File: config.mk
export PLATFORM = sky130hd
export DESIGN_NAME = dma_dscrptr_load_ctrl
export DESIGN_NICKNAME = d
export VERILOG_FILES = /design/src/rtl/dma_dscrptr_load_ctrl.sv
export SDC_FILE = /design/constraint.sdc
export NUM_CORES = 1
export LEC_CHECK = 0
export CAP_MARGIN = 0
export CELL_PAD_IN_SITES_DETAIL_PLACEMENT = 1
export CELL_PAD_IN_SITES_GLOBAL_PLACEMENT = 2
export CORE_MARGIN = 2
export CORE_UTILIZATION = 20
export DETAILED_ROUTE_END_ITERATION = 10
export PLACE_DENSITY_LB_ADDON = 0.1
export SYNTH_ARGS = -nofsm -noshare
export SYNTH_HDL_FRONTEND = slang
export SYNTH_SLANG_ARGS = --single-unit
export TNS_END_PERCENT = 30
File: constraint.sdc
create_clock -name clock -period 1.5 [get_ports clock]
set_input_delay 0.3 -clock clock [delete_from_list [all_inputs] [get_ports clock]]
set_output_delay 0.3 -clock clock [all_outputs]
set_load 0.03 [all_outputs]
File: src/rtl/dma_dscrptr_load_ctrl.sv
// Descriptor load controller: fetches one internal buffer descriptor from the bank,
// validates it and offers it to the transfer engine, or reports it as invalid.
module dma_dscrptr_load_ctrl #(
    parameter int NUM_INT_BDS       = 4,
    parameter int NUM_INT_BDS_WIDTH = 2,
    parameter int BYTE_CNT_WIDTH    = 23
) (
    input  logic                         clock,
    input  logic                         resetn,
    input  logic                         ldDscrptr,
    input  logic [NUM_INT_BDS_WIDTH-1:0] ldDscrptrNum,
    output logic                         ldIntDscrptrAck,
    output logic                         dscrptrRdEn,
    output logic [NUM_INT_BDS_WIDTH-1:0] dscrptrRdAddr,
    input  logic [31:0]                  dscrptrRdCfg,
    input  logic [31:0]                  dscrptrRdSrcAddr,
    input  logic [31:0]                  dscrptrRdDstAddr,
    input  logic [BYTE_CNT_WIDTH-1:0]    dscrptrRdByteCnt,
    output logic                         xferValid,
    input  logic                         xferReady,
    output logic [NUM_INT_BDS_WIDTH-1:0] xferDscrptrNum,
    output logic [31:0]                  xferCfg,
    output logic [31:0]                  xferSrcAddr,
    output logic [31:0]                  xferDstAddr,
    output logic [BYTE_CNT_WIDTH-1:0]    xferByteCnt,
    output logic                         invldDscrptr,
    output logic [NUM_INT_BDS_WIDTH-1:0] invldDscrptrNum,
    output logic                         busy
);

    typedef enum logic [2:0] {
        IDLE,
        READ,
        CHECK,
        ISSUE,
        GUARD
    } state_t;

    localparam logic [NUM_INT_BDS_WIDTH:0] NUM_BDS_EXT = NUM_INT_BDS[NUM_INT_BDS_WIDTH:0];

    state_t                       state;
    logic [NUM_INT_BDS_WIDTH-1:0] index;
    logic                         index_oob;
    logic                         dscrptr_bad;

    // Index range check is only meaningful when NUM_INT_BDS is not a power of two.
    assign index_oob   = ({1'b0, index} >= NUM_BDS_EXT);
    assign dscrptr_bad = ~dscrptrRdCfg[0] | (dscrptrRdByteCnt == '0) | index_oob;

    always_ff @(posedge clock or negedge resetn) begin
        if (!resetn) begin
            state           <= IDLE;
            index           <= '0;
            ldIntDscrptrAck <= 1'b0;
            dscrptrRdEn     <= 1'b0;
            dscrptrRdAddr   <= '0;
            xferValid       <= 1'b0;
            xferDscrptrNum  <= '0;
            xferCfg         <= '0;
            xferSrcAddr     <= '0;
            xferDstAddr     <= '0;
            xferByteCnt     <= '0;
            invldDscrptr    <= 1'b0;
            invldDscrptrNum <= '0;
            busy            <= 1'b0;
        end else begin
            case (state)
                IDLE: begin
                    if (ldDscrptr) begin
                        index         <= ldDscrptrNum;
                        dscrptrRdEn   <= 1'b1;
                        dscrptrRdAddr <= ldDscrptrNum;
                        busy          <= 1'b1;
                        state         <= READ;
                    end
                end
                READ: begin
                    dscrptrRdEn   <= 1'b0;
                    dscrptrRdAddr <= '0;
                    state         <= CHECK;
                end
                CHECK: begin
                    // Bank data is valid now; capture it so xfer* stay stable while offered.
                    xferDscrptrNum <= index;
                    xferCfg        <= dscrptrRdCfg;
                    xferSrcAddr    <= dscrptrRdSrcAddr;
                    xferDstAddr    <= dscrptrRdDstAddr;
                    xferByteCnt    <= dscrptrRdByteCnt;
                    if (dscrptr_bad) begin
                        ldIntDscrptrAck <= 1'b1;
                        invldDscrptr    <= 1'b1;
                        invldDscrptrNum <= index;
                        state           <= GUARD;
                    end else begin
                        xferValid <= 1'b1;
                        state     <= ISSUE;
                    end
                end
                ISSUE: begin
                    if (xferReady) begin
                        xferValid       <= 1'b0;
                        ldIntDscrptrAck <= 1'b1;
                        state           <= GUARD;
                    end
                end
                GUARD: begin
                    ldIntDscrptrAck <= 1'b0;
                    invldDscrptr    <= 1'b0;
                    invldDscrptrNum <= '0;
                    busy            <= 1'b0;
                    state           <= IDLE;
                end
                default: begin
                    state <= IDLE;
                end
            endcase
        end
    end

endmodule

* Word-level counts from Yosys, hierarchy flattened
Cells that the tools add are included.
** Storage, ports and cells
- Bits in registers :: 135
** Operators by class
- Equality and inequality tests :: 8
- Multiplexer cells :: 18
- Bitwise logic cells :: 2
- Reduce and logical (&&, ||, !) cells :: 14
** Operator list (count)
- $logic_not A23 Y1 :: 1
- $pmux W3 S4 :: 1
- $reduce_and A2 Y1 :: 5
- $mux W3 :: 3
- $ne A2 B2 Y1 const B :: 4
- $pmux W1 S2 :: 4
- $pmux W2 S2 :: 2
- $reduce_bool A2 Y1 :: 4
- $eq A3 B2 Y1 const B :: 2
- $reduce_and A3 Y1 :: 2
- $mux W1 :: 5
- $mux W2 :: 2
- $eq A3 B1 Y1 const B :: 1
- $eq A3 B3 Y1 const B :: 1
- $logic_not A3 Y1 :: 1
- $pmux W1 S3 :: 1
- $reduce_bool A3 Y1 :: 1
- $not A1 Y1 :: 1
- $or A1 B1 Y1 :: 1

* Depth between registers and ports, before layout
Gate-level depths: netlist (run 1).
- Word-level depth :: 4
- Gate-level depth with buffers :: 7
- Depth with buffers taken out :: 4

* Worst setup path after synthesis (run 1)
Ideal clock, no wire load.
- Path kind :: flip-flop to flip-flop
- Start point :: register state[0]
- End point :: register xferByteCnt[15]
- Setup time :: 0.117 ns
- Arrival time :: 1.363 ns
- Data required time :: 1.383 ns
- Setup slack :: 0.021 ns
- Cell stages (with the launch flop) :: 8
- Buffers on the path :: 4
- Clock period less this slack :: 1.479 ns
- Cells stage by stage :: dfrtp_1 buf_6 or3b_1 buf_2 buf_6 buf_6 nand2_1 nand2_1
** On the way
- Word-level cells in the longest chain between the ends :: 1
** Ends and longest elaborated chain
- start, declared :: line 41 : state_t state;
- start signal, assigned :: line 52 : state <= IDLE;
- start signal, assigned :: line 74 : state <= READ;
- start signal, assigned :: line 80 : state <= CHECK;
- $eq A3 B2 Y1 :: line 67 : case (state)
- end signal, assigned :: line 88 : xferByteCnt <= dscrptrRdByteCnt;
- end, declared :: line 25 : output logic [BYTE_CNT_WIDTH-1:0] xferByteCnt,
No other way between the ends.
A chain may end at the register's enable or synchronous reset.

* Final worst setup path (run 1)
- Start point :: register xferCfg[19]
- End point :: output port xferCfg[19]
** RTL lines
- start, declared :: line 22 : output logic [31:0] xferCfg,
- start signal, assigned :: line 85 : xferCfg <= dscrptrRdCfg;
No word-level cell between the ends.

==> results.txt, run 1 <==
The flow ran to the end, but the final reports show violations. The checks that failed: DRC. The number of global-route vias before repair came to 5504. The number of buffer cells added on primary ports came out at 254.

The height of the die came out at 167 µm. The worst setup path is captured at an output port. The kind of cell with the highest combined delay along the critical path is buffers and inverters. The worst hold path begins at dscrptrRdByteCnt[10].

The portion of the clock cycle consumed by the worst path in the final layout is 0.966. Pin placement for this block handled 255 I/O pins. The post-synthesis async set-or-reset flop share came out at 1.00. The routed wire length per instance came out at 16.0 µm. The via density per instance is 4.09.

The critical path goes through clkdlybuf4s15_1. TritonCTS built the clock tree. The count of state elements after synthesis came out at 135. Of the cells placed in the final design, the portion with a size suffix greater than 1 is 0.176. The cell area after placement is 8520 µm². In the synthesized netlist the dominant register cell turns out to be dfrtp_1. The multi-input combinational cells in the finished layout cover a total of 1810 µm².

The library cell used most frequently in the layout, excluding fill and tap cells, is nand2_1. Setup repair after global routing could not meet its margin everywhere. The number of antenna violations at the first check in global routing is 0. The depth of the CTS H-tree came out at 4.

The number of antenna-violating nets in the routed design is 0. For this run, the slowest stage of the critical path takes 0.40 ns. The hold violation count in the final report came to 0. Yosys mapped the design onto 33 distinct sky130hd cell types.

The clock arrives with 0.00796 ns of skew. In the routed design, unresolved DRC markers number 20. The number of pins with negative max-slew slack in the final report was 0. The data arrival time of the worst path came out at 1.15 ns.

The sum of buffers and inverters on the critical path came out at 1. The CTS sink count is 135. The global placement routability congestion is 0.751. The number of buffers added by the clock tree synthesis step came out at 17. The full die area came out at 28000 µm². The area added between synthesis and finish came out at 67.9%. The terminating pin of the worst hold path is xferByteCnt[10]$_DFFE_PN0N_.

The worst reg-to-reg setup slack is 0.06 ns. Measured in cells, the most critical reg-to-reg path has a length of 4. In this run the deepest clock path goes through 2 buffers. The worst slack after detailed placement is -0.788 ns. The number of vias in the routed layout is 4985. The overall fraction of global-route tracks in use came out at 0.142. The post-layout instance count excluding filler cells came out at 1220. The library cells used most frequently in the layout, excluding fill and tap cells, are 366 x nand2_1, 132 x dfrtp_1, 114 x clkdlybuf4s50_1, 63 x clkdlybuf4s15_1, 57 x clkbuf_2. The total power divided by cell area is 2390 nW/µm². The time the final worst path needs with I/O delays and setup came out at 1.45 ns. Counting instances, the worst hold path has a depth of 3.

The initial cell density of the core is 0.204. For the pin with the worst max-slew slack, the measured transition is 0.407 ns. The root buffer cell chosen for the clock tree is clkbuf_16. The required time reported for the critical path endpoint came out at 1.20 ns. The number of inserted diodes is 0.

The mean instance size in the synthesized netlist is 9.08 µm². Wires add up to 19600 µm. The number of DRC violations after detailed-routing iteration 0 is 262.

The path class of the tightest hold or removal check is primary input to flop. After detailed placement, the design holds a cell count of 1182. After technology mapping, the gate count stands at 587. Setup slack closes at 0.0508 ns. The clock-pin slew on the worst setup and hold paths is 0.06 ns. The number of enable-type register cells in the synthesized netlist came out at 0. The synthesized net count is 712. The worst setup path is of the flop to output port kind. The first-pass GRT wire length came out at 31100 µm. Registers take 3380 µm².

The first-pass detailed-route iteration total came out at 7. The clock latency at the later pin of the worst-skew pair came out at 0.41 ns. Of all nets on the critical path, the largest fanout is 2.

The worst register-to-register path begins at state[0]$_DFFE_PN0P_. Setup violations remaining at the end of the flow were counted as 0. The post-synthesis instance area is 5330 µm².

After filler insertion, the fill cell instance count of the layout stands at 3018. The number of stages on the worst setup path came out at 1. The worst relative slew slack came out at 0.729. In the final design database the tool counted 997 nets. Summing all non-filler instances in the final layout gives an area of 8950 µm². For this run, the number of Yosys warnings is 0. The core utilization of the finished layout came out at 0.343. The fraction of the yosys area taken by sequential cells is 0.634. Entering global routing, the biggest net connects 45 pins. The count of max-cap constraint violations came out at 0. In this run the critical register-to-register path is captured at xferByteCnt[4]$_DFFE_PN0N_. The static leakage power came out at 4.43 nW. In this run the standard cell core region covers 26100 µm². The maximum clock frequency came out at 0.690 GHz. The half-perimeter wire length after detailed placement came out at 14300 µm. The peak supply drop is 821 µV.

The slowest stage of the critical path belongs to the cell clkdlybuf4s15_1. The cell row count came out at 59. The horizontal die dimension came out at 167 µm. The post-route worst hold slack is 0.163 ns. The global route total overflow is 0. The worst setup path is launched from a flop.
metal layers:
layer	share of wire	wire length (µm)	global-route usage	up-vias
met5	0	0	0	-
met4	0.0059	115	0.0333	0
met3	0.067	1310	0.0451	4
met2	0.49	9620	0.239	155
met1	0.44	8520	0.178	2437
li1	-	-	-	2389
cell usage after synthesis, drive strengths merged (2+ instances only):
master | count | area share
nand2 | 366 | 0.26
dfrtp | 135 | 0.63
buf | 24 | 0.032
clkbuf | 6 | 0.0042
nor3b | 6 | 0.011
o21ai | 6 | 0.0063
nor4 | 5 | 0.0059
nand3 | 4 | 0.0038
nor2 | 4 | 0.0028
a21oi | 3 | 0.0028
inv | 3 | 0.0021
nand3b | 3 | 0.0042
nor2b | 3 | 0.0035
mux2 | 2 | 0.0042
o21bai | 2 | 0.0028
o2bb2ai | 2 | 0.0033
o311a | 2 | 0.0038
timing repair:
action	in CTS	in global routing
setup buffers	0	3
hold endpoints to repair	26	0
endpoints found under the setup margin	233	207
gates cloned	0	2
hold buffers	1	0
pin swaps	5	5
resized for setup	211	127
area by class of cell:
type,count,share of cell area
flip-flops and latches,135,0.378
repair buffers,296,0.310
multi-input cells,419,0.202
clock buffers,18,0.0479
well taps,335,0.0468
clock inverters,14,0.0141
inverters,3,0.00126
metrics by stage:
| stage | power [W] | setup TNS, ns |
|---|---|---|
| after floorplan | 0.0129 | 0 |
| after global placement | 0.0184 | -10.87 |
| after detailed placement | 0.0186 | -7.05 |
| after CTS | 0.0218 | 0 |
| after global routing | 0.0230 | -0.0144 |
| final | 0.0214 | 0 |
registers in the layout, summed over array words and instances (netlist names), 2 cells and up:
signal,flops
xferSrcAddr,32
state,3
xferDscrptrNum,2
xferCfg,32
dscrptrRdAddr,2
invldDscrptrNum,2
xferDstAddr,32
index,2
xferByteCnt,23
power by group:
group | switching (W) | internal (W) | leakage, nW | total (W)
logic | 0.00706 | 0.00388 | 2.52 | 0.0109
clock network | 0.00168 | 0.00229 | 0.259 | 0.00397
registers | 0.00106 | 0.00546 | 1.65 | 0.00652
total | 0.00980 | 0.0116 | 4.43 | 0.0214
cells by family (layout without fill, tap and decap cells):
family                 after synthesis  after routing  synth area share
AOI/OAI and AO/OA                   22             22            0.0293
muxes                                2              2           0.00422
and+or+nand+nor                    395            395             0.294
buffers and inverters               33            331            0.0387
DFF                                135            135             0.634
worst max-delay path by stage:
stage	startpoint	end	slack, ns
5_1_grt	xferCfg[22]$_DFFE_PN0N_	xferCfg[22]	-0.01
3_3_place_gp	dscrptrRdByteCnt[1]	invldDscrptrNum[0]$_DFFE_PN0P_	-0.79
6_report	xferCfg[19]$_DFFE_PN0N_	xferCfg[19]	0.05
3_5_place_dp	dscrptrRdByteCnt[1]	xferValid$_DFFE_PN0P_	-0.79
2_1_floorplan	state[0]$_DFFE_PN0P_	xferByteCnt[15]$_DFFE_PN0N_	0.02
4_1_cts	xferByteCnt[9]$_DFFE_PN0N_	xferByteCnt[9]	0.00002
(Power assumes the default switching activity.)
==> run 2: changes to the inputs <==
CELL_PAD_IN_SITES_DETAIL_PLACEMENT = 0   (was 1)
==> run 2 against run 1 <==
Wire length down 7.6%. Clock power up 5.3%. Critical path depth unchanged. Die area unchanged. Sequential share of layout area down 0.35 points. Total power up 0.23%. Critical endpoint is now xferCfg[9]. The run still ends with DRC left. Flip-flop and latch count unchanged. Clock-buffer cell count up 1. Register-to-register slack about the same. Fmax down 0.80%. Utilization up 0.32 points. Non-clock buffer count down 3. Largest cell class unchanged.
==> results.txt, run 2 (same netlist as run 1, synthesis figures left out) <==
The critical path goes through clkdlybuf4s15_1. In this run the worst hold path is classified as primary input to flop. In the final layout, the registers with the most flip-flops are xferCfg x32, xferDstAddr x32, xferSrcAddr x32.

Setup repair after global routing could not meet its margin everywhere. The number of inserted diodes came out at 0. For this configuration, the core starts out at a cell density of 0.204. The global route total overflow came out at 0.

The analysis attributes to cell leakage a power of 4.45 nW. The share of layout cells above drive strength 1 came out at 0.162. The peak supply drop came out at 743 µV. The tree is rooted in a clkbuf_16. The CTS sink count came out at 135. The CTS tree is yes. The delay of the slowest cell on the worst path came out at 0.39 ns. Across every metal layer, demand over resource in global routing totals 0.131. In this run, the number of DRC markers left after iteration 0 of detailed routing was 311.

The via density per instance came out at 3.93. Summing all placed instances gives a cell area of 8520 µm². The number of pins with negative max-slew slack in the final report came out at 0. The net count reported at finish came out at 994.

The global placement routability congestion is 0.751. The clock tree synthesis step divided the H-tree into 4 levels. The first-pass GRT wire length is 28500 µm. Counting tap cells, the placed design contains a total of 1182 instances. The number of global-route vias before repair came to 4917.

The number of vias in the routed layout is 4782. The number of antenna-violating nets in the routed design came out at 0. The clock skew is 0.0137 ns. The number of antenna violations at the first check in global routing is 0.

At the pin with the least slew margin, the transition time is 0.408 ns. The portion of the clock cycle consumed by the worst path in the final layout is 0.974. The kind of capture point of the worst setup path is an output port.

The checks that failed: DRC. The time the final worst path needs with I/O delays and setup came out at 1.46 ns. For the worst setup path, the data arrival time is 1.16 ns.

The number of buffers added by the clock tree synthesis step is 17. The routed wire length per instance is 14.9 µm. The maximum clock frequency is 0.685 GHz. The half-perimeter wire length after detailed placement is 13200 µm.

The largest delay contributor family on the critical path is flip-flops. 255 I/O pins were placed. In this run the power density over the cells is 2380 nW/µm². The cell row count came out at 59. In the final timing run, aggregate negative setup slack is 0 ns. Among all stages on the critical path, the largest delay is contributed by dfrtp_1.

The worst setup path is launched from a flop. The sum of buffers and inverters on the critical path is 1. The floorplan step set the die height to 167 µm.

The worst relative slew slack came out at 0.728. For this run, design rule violations remaining after detail routing come to 20. The hold violation count in the final report is 0. The final setup violation count is 0. The number of buffers on the longest clock path is 2.

The clock latency at the later pin of the worst-skew pair is 0.42 ns. The number of buffer cells added on primary ports came out at 254. By startpoint and endpoint, the worst setup path is classified as flop to output port. The area of all placed cells without fillers is 9040 µm². The area added between synthesis and finish is 69.5%. The full die area is 28000 µm². The post-layout instance count excluding filler cells came out at 1217.

The horizontal die dimension is 167 µm. Hold timing on the final database bottoms out at a slack of 0.124 ns. The top cell types in the final layout, fill and taps aside, are 365 x nand2_1, 132 x dfrtp_1, 112 x clkdlybuf4s50_1, 74 x clkdlybuf4s15_1, 40 x clkbuf_2. The count of max-cap constraint violations is 0. The run finished, with violations left. Wires add up to 18100 µm. The first TritonRoute pass finished after 7 iterations. The core box area is 26100 µm². The total power came out at 0.0215 W. The required time reported for the critical path endpoint is 1.20 ns.

The clock-pin slew on the worst setup and hold paths came out at 0.07 ns. Of all nets on the critical path, the largest fanout is 2. Entering global routing, the biggest net connects 45 pins. The most common library cell in the layout ignoring fill and taps is nand2_1.
==> run 2: cell count changes in the layout (fill, tap and decap cells not counted), sizes merged <==
| cell | delta |
|---|---|
| bufinv | +1 |
| clkdlybuf4s50 | -2 |
| dlygate4sd2 | +3 |
| clkinv | -2 |
| clkdlybuf4s15 | +14 |
| clkbuf | -18 |
| dlymetal6s2s | +2 |
| buf | -1 |
==> run 2: power breakdown <==
part           switching, W  internal (W)  leakage, nW
Clock               0.00167       0.00251        0.273
Sequential          0.00105       0.00546         1.65
Combinational       0.00691       0.00388         2.53
Total               0.00964        0.0118         4.45
==> run 2: worst reg2reg max path: stages (launching register included) <==
cell and delay [ns]:
dfrtp_2 0.48, or3b_4 0.47, buf_12 0.20, nand2_1 0.12
nand2_1 0.05
==> run 2: final cells by class <==
class                   instances  area (µm²)
inverters                       3        11.3
repair buffers                293        2810
flip-flops and latches        135        3380
clock buffers                  19         443
fillers                      2710       17100
well taps                     335         419
clock inverters                13         146
multi-input cells             419        1830
==> run 2: path summary, 6_finish.rpt <==
path / start / to / slack, ns / cells after the start
min in group asynchronous: resetn / xferSrcAddr[14]$_DFFE_PN0N_ / 0.35 / 2
max: xferCfg[9]$_DFFE_PN0N_ / xferCfg[9] / 0.04 / 1
min reg2reg: xferSrcAddr[0]$_DFFE_PN0N_ / xferSrcAddr[0]$_DFFE_PN0N_ / 0.47 / 2
max in group asynchronous: resetn / xferByteCnt[7]$_DFFE_PN0N_ / 0.59 / 3
min: dscrptrRdByteCnt[1] / xferByteCnt[1]$_DFFE_PN0N_ / 0.12 / 3
max reg2reg: state[0]$_DFFE_PN0P_ / xferDstAddr[12]$_DFFE_PN0N_ / 0.05 / 4
==> run 2: per-stage QoR <==
step / util / worst slack [ns]
global route: 0.346 / -0.00778
CTS: 0.348 / -0.00119
finish: 0.346 / 0.0392
global placement: 0.326 / -0.795
floorplan: - / 0.0209
detailed placement: 0.326 / -0.830
==> run 2: metal layers <==
layer | part of all wire | track usage
met5 | 0 | 0
met1 | 0.44 | 0.171
met2 | 0.47 | 0.213
met4 | 0.0095 | 0.0397
met3 | 0.077 | 0.0371
==> run 2: what timing repair did <==
| action | CTS | global route |
|---|---|---|
| resized for setup | 215 | 110 |
| buffers inserted | 1 | 1 |
| endpoints found under the setup margin | 223 | 121 |
| pin swaps | 4 | 7 |
| hold buffers | 1 | 0 |
| hold endpoints to repair | 26 | 0 |
==> run 3: changes to the inputs <==
CORE_UTILIZATION = 31   (was 20)
DONT_BUFFER_PORTS = 1   (was not set)
==> run 3 against run 2 <==
The flow finishes with violations (hold timing). First-iteration DRC count down 43%. Die area shrank 35%. Flip-flop and latch count is the same. Register-to-register slack better by 0.02 ns. Final cell count decreased by 22%. Wire length decreased by 18%. Hold slack got worse by 0.54 ns. Cell area shrank 18%. Global-route usage is 3.3 points higher. Via count shrank 10%. Worst setup slack gained 0.033 ns. Combinational power down 59%.
==> results.txt, run 3 (same netlist as run 1, synthesis figures left out) <==
The checks that failed: hold timing. The initial cell density of the core is 0.319. The static leakage power is 3.70 nW. The number of buffer cells added on primary ports came out at 0. Power comes to 0.0188 W. The number of buffers on the longest clock path is 2.

Setup repair after global routing left no endpoint under its margin. The worst setup path is captured at a flop. The final setup violation count came out at 0.

The maximum clock frequency is 0.701 GHz. The floorplan step defined a core boundary enclosing 16700 µm². The worst-case reg-to-reg path depth came out at 4.

The total overflow left after global routing is 0. The data arrival time of the worst path is 1.72 ns. The portion of the clock cycle consumed by the worst path in the final layout is 0.952. The number of pins with negative max-slew slack in the final report came to 0. The area added between synthesis and finish came out at 39.1%.

The worst relative slew slack came out at 0.647. The type of the setup path with the least slack is flop to flop. In this run the vertical extent of the chip is 135 µm. For this run, design rule violations remaining after detail routing come to 0. In this run the count of I/O pins placed on the die edge is 255. The horizontal die dimension is 135 µm. The post-route worst hold slack is -0.412 ns. The full die area is 18300 µm². The congestion estimate from routability-driven global placement came to 0.748. Leaving out fill and tap cells, the most frequent cell in the layout is nand2_1. The cell area after placement is 5620 µm². In the layout the commonest cells are 366 x nand2_1, 133 x dfrtp_1, 116 x dlygate4sd3_1, 17 x clkbuf_16, 12 x buf_4. TritonCTS built the clock tree.

In the final design database the tool counted 837 nets. The cell count after placement is 796. The required time reported for the critical path endpoint is 1.80 ns.

The cell row count is 47. The worst reg-to-reg setup slack came out at 0.07 ns. The total of hold buffers inserted after clock tree synthesis is 116.

The wire-length estimate of the detail-placed layout is 9840 µm. At the later pin of the worst-skew pair, clock insertion delay measures 0.41 ns. The first-pass GRT wire length is 23100 µm. The first-pass detailed-route iteration total is 4. The launching element type of the critical path is a flop. Across every metal layer, demand over resource in global routing totals 0.164. The worst slack after detailed placement is -0.320 ns. The post-detailed-routing wire length came out at 14900 µm. The hold violation count in the final report came out at 135. The time the final worst path needs with I/O delays and setup came out at 1.43 ns. In this run the critical register-to-register path is launched from state[2]$_DFFE_PN0P_.

The number of antenna violations at the first check in global routing is 0. The count of max-cap constraint violations came out at 0. The pin count of the biggest net entering global routing came out at 136. After detailed routing, the average wire length per cell comes to 15.8 µm. In the final layout, the registers with the most flip-flops are xferCfg x32, xferDstAddr x32, xferSrcAddr x32. The peak supply drop is 986 µV. The number of inserted diodes came out at 0. The number of antenna-violating nets in the routed design is 0. The top fanout value on the critical path came out at 17. The depth of the CTS H-tree is 4. The tree is rooted in a clkbuf_16.

The area of all placed cells without fillers came out at 7420 µm². The clock skew is 0.00516 ns. The critical register-to-register path endpoint is xferByteCnt[7]$_DFFE_PN0N_. The clock net in this run drives a total of 135 sinks. Counting the buffers created by CTS gives 17.

The flow ran to the end, but the final reports show violations. The number of DRC violations after detailed-routing iteration 0 came out at 178. The clock-pin slew on the worst setup and hold paths is 0.06 ns. The number of global-route vias before repair is 4405.

The total power divided by cell area is 2530 nW/µm². The detailed router placed 4296 vias in this run. The post-layout instance count excluding filler cells came out at 945. In the routed layout, each cell is associated on average with a via count of 4.55. The share of layout cells above drive strength 1 came out at 0.0841. In this run the worst hold path is classified as primary input to asynchronous set/reset pin. At the pin with the least slew margin, the transition time is 0.524 ns.

The filler cell count in the final layout is 1636. The slack of the critical path came out at 0.0726 ns.
run 3: final cells by class:
| type | instances | area [µm²] | share of cell area |
|---|---|---|---|
| Multi-Input combinational cell | 419 | 1760 | 0.237 |
| Inverter | 3 | 11.3 | 0.00152 |
| Clock buffer | 19 | 443 | 0.0597 |
| Clock inverter | 13 | 155 | 0.0209 |
| Timing Repair Buffer | 136 | 1390 | 0.188 |
| Tap cell | 220 | 275 | 0.0371 |
| Sequential cell | 135 | 3380 | 0.456 |
run 3: repair_timing:
action / in CTS / in global routing
endpoints found under the hold margin: 251 / 135
resized for setup: 2 / 4
endpoints found under the setup margin: 31 / 103
gates cloned: 0 / 0
buffers inserted: 0 / 1
pin swaps: 1 / 2
run 3: how the worst max path moves through the flow:
stage	startpoint	to	cells past startpoint	slack (ns)
CTS	state[0]$_DFFE_PN0P_	xferCfg[22]$_DFFE_PN0N_	4	0.01
finish	state[2]$_DFFE_PN0P_	xferByteCnt[7]$_DFFE_PN0N_	4	0.07
floorplan	state[0]$_DFFE_PN0P_	xferByteCnt[15]$_DFFE_PN0N_	7	0.02
detailed placement	dscrptrRdByteCnt[1]	xferValid$_DFFE_PN0P_	5	-0.32
global placement	dscrptrRdByteCnt[1]	invldDscrptrNum[0]$_DFFE_PN0P_	5	-0.32
global route	state[2]$_DFFE_PN0P_	xferCfg[20]$_DFFE_PN0N_	4	0.009
run 3: per-stage QoR:
| stage | utilization | TNS, ns |
|---|---|---|
| global route | 0.444 | 0 |
| global placement | 0.337 | -2.36 |
| floorplan | - | 0 |
| finish | 0.444 | 0 |
| CTS | 0.442 | 0 |
| detailed placement | 0.337 | -2.63 |
run 3: critical path: stages, from the launching register on:
cell,delay [ns]
dfrtp_1,0.43
or3b_4,0.50
buf_4,0.23
nand2_1,0.09
nand2_1,0.06
run 3: routing by layer:
layer / share of wire / vias to the layer above / wire (µm) / GRT usage
met2: 0.50 / 183 / 7440 / 0.275
met4: 0.014 / 0 / 212 / 0.0573
met1: 0.38 / 2029 / 5690 / 0.185
met5: 0 / - / 0 / 0
li1: - / 2071 / - / -
met3: 0.11 / 13 / 1580 / 0.0763
run 3: power breakdown:
| part | internal (W) | switching [W] | total [W] |
|---|---|---|---|
| Clock | 0.00265 | 0.00155 | 0.00420 |
| Sequential | 0.00541 | 0.00477 | 0.0102 |
| Combinational | 0.00189 | 0.00250 | 0.00439 |
| Total | 0.00994 | 0.00882 | 0.0188 |
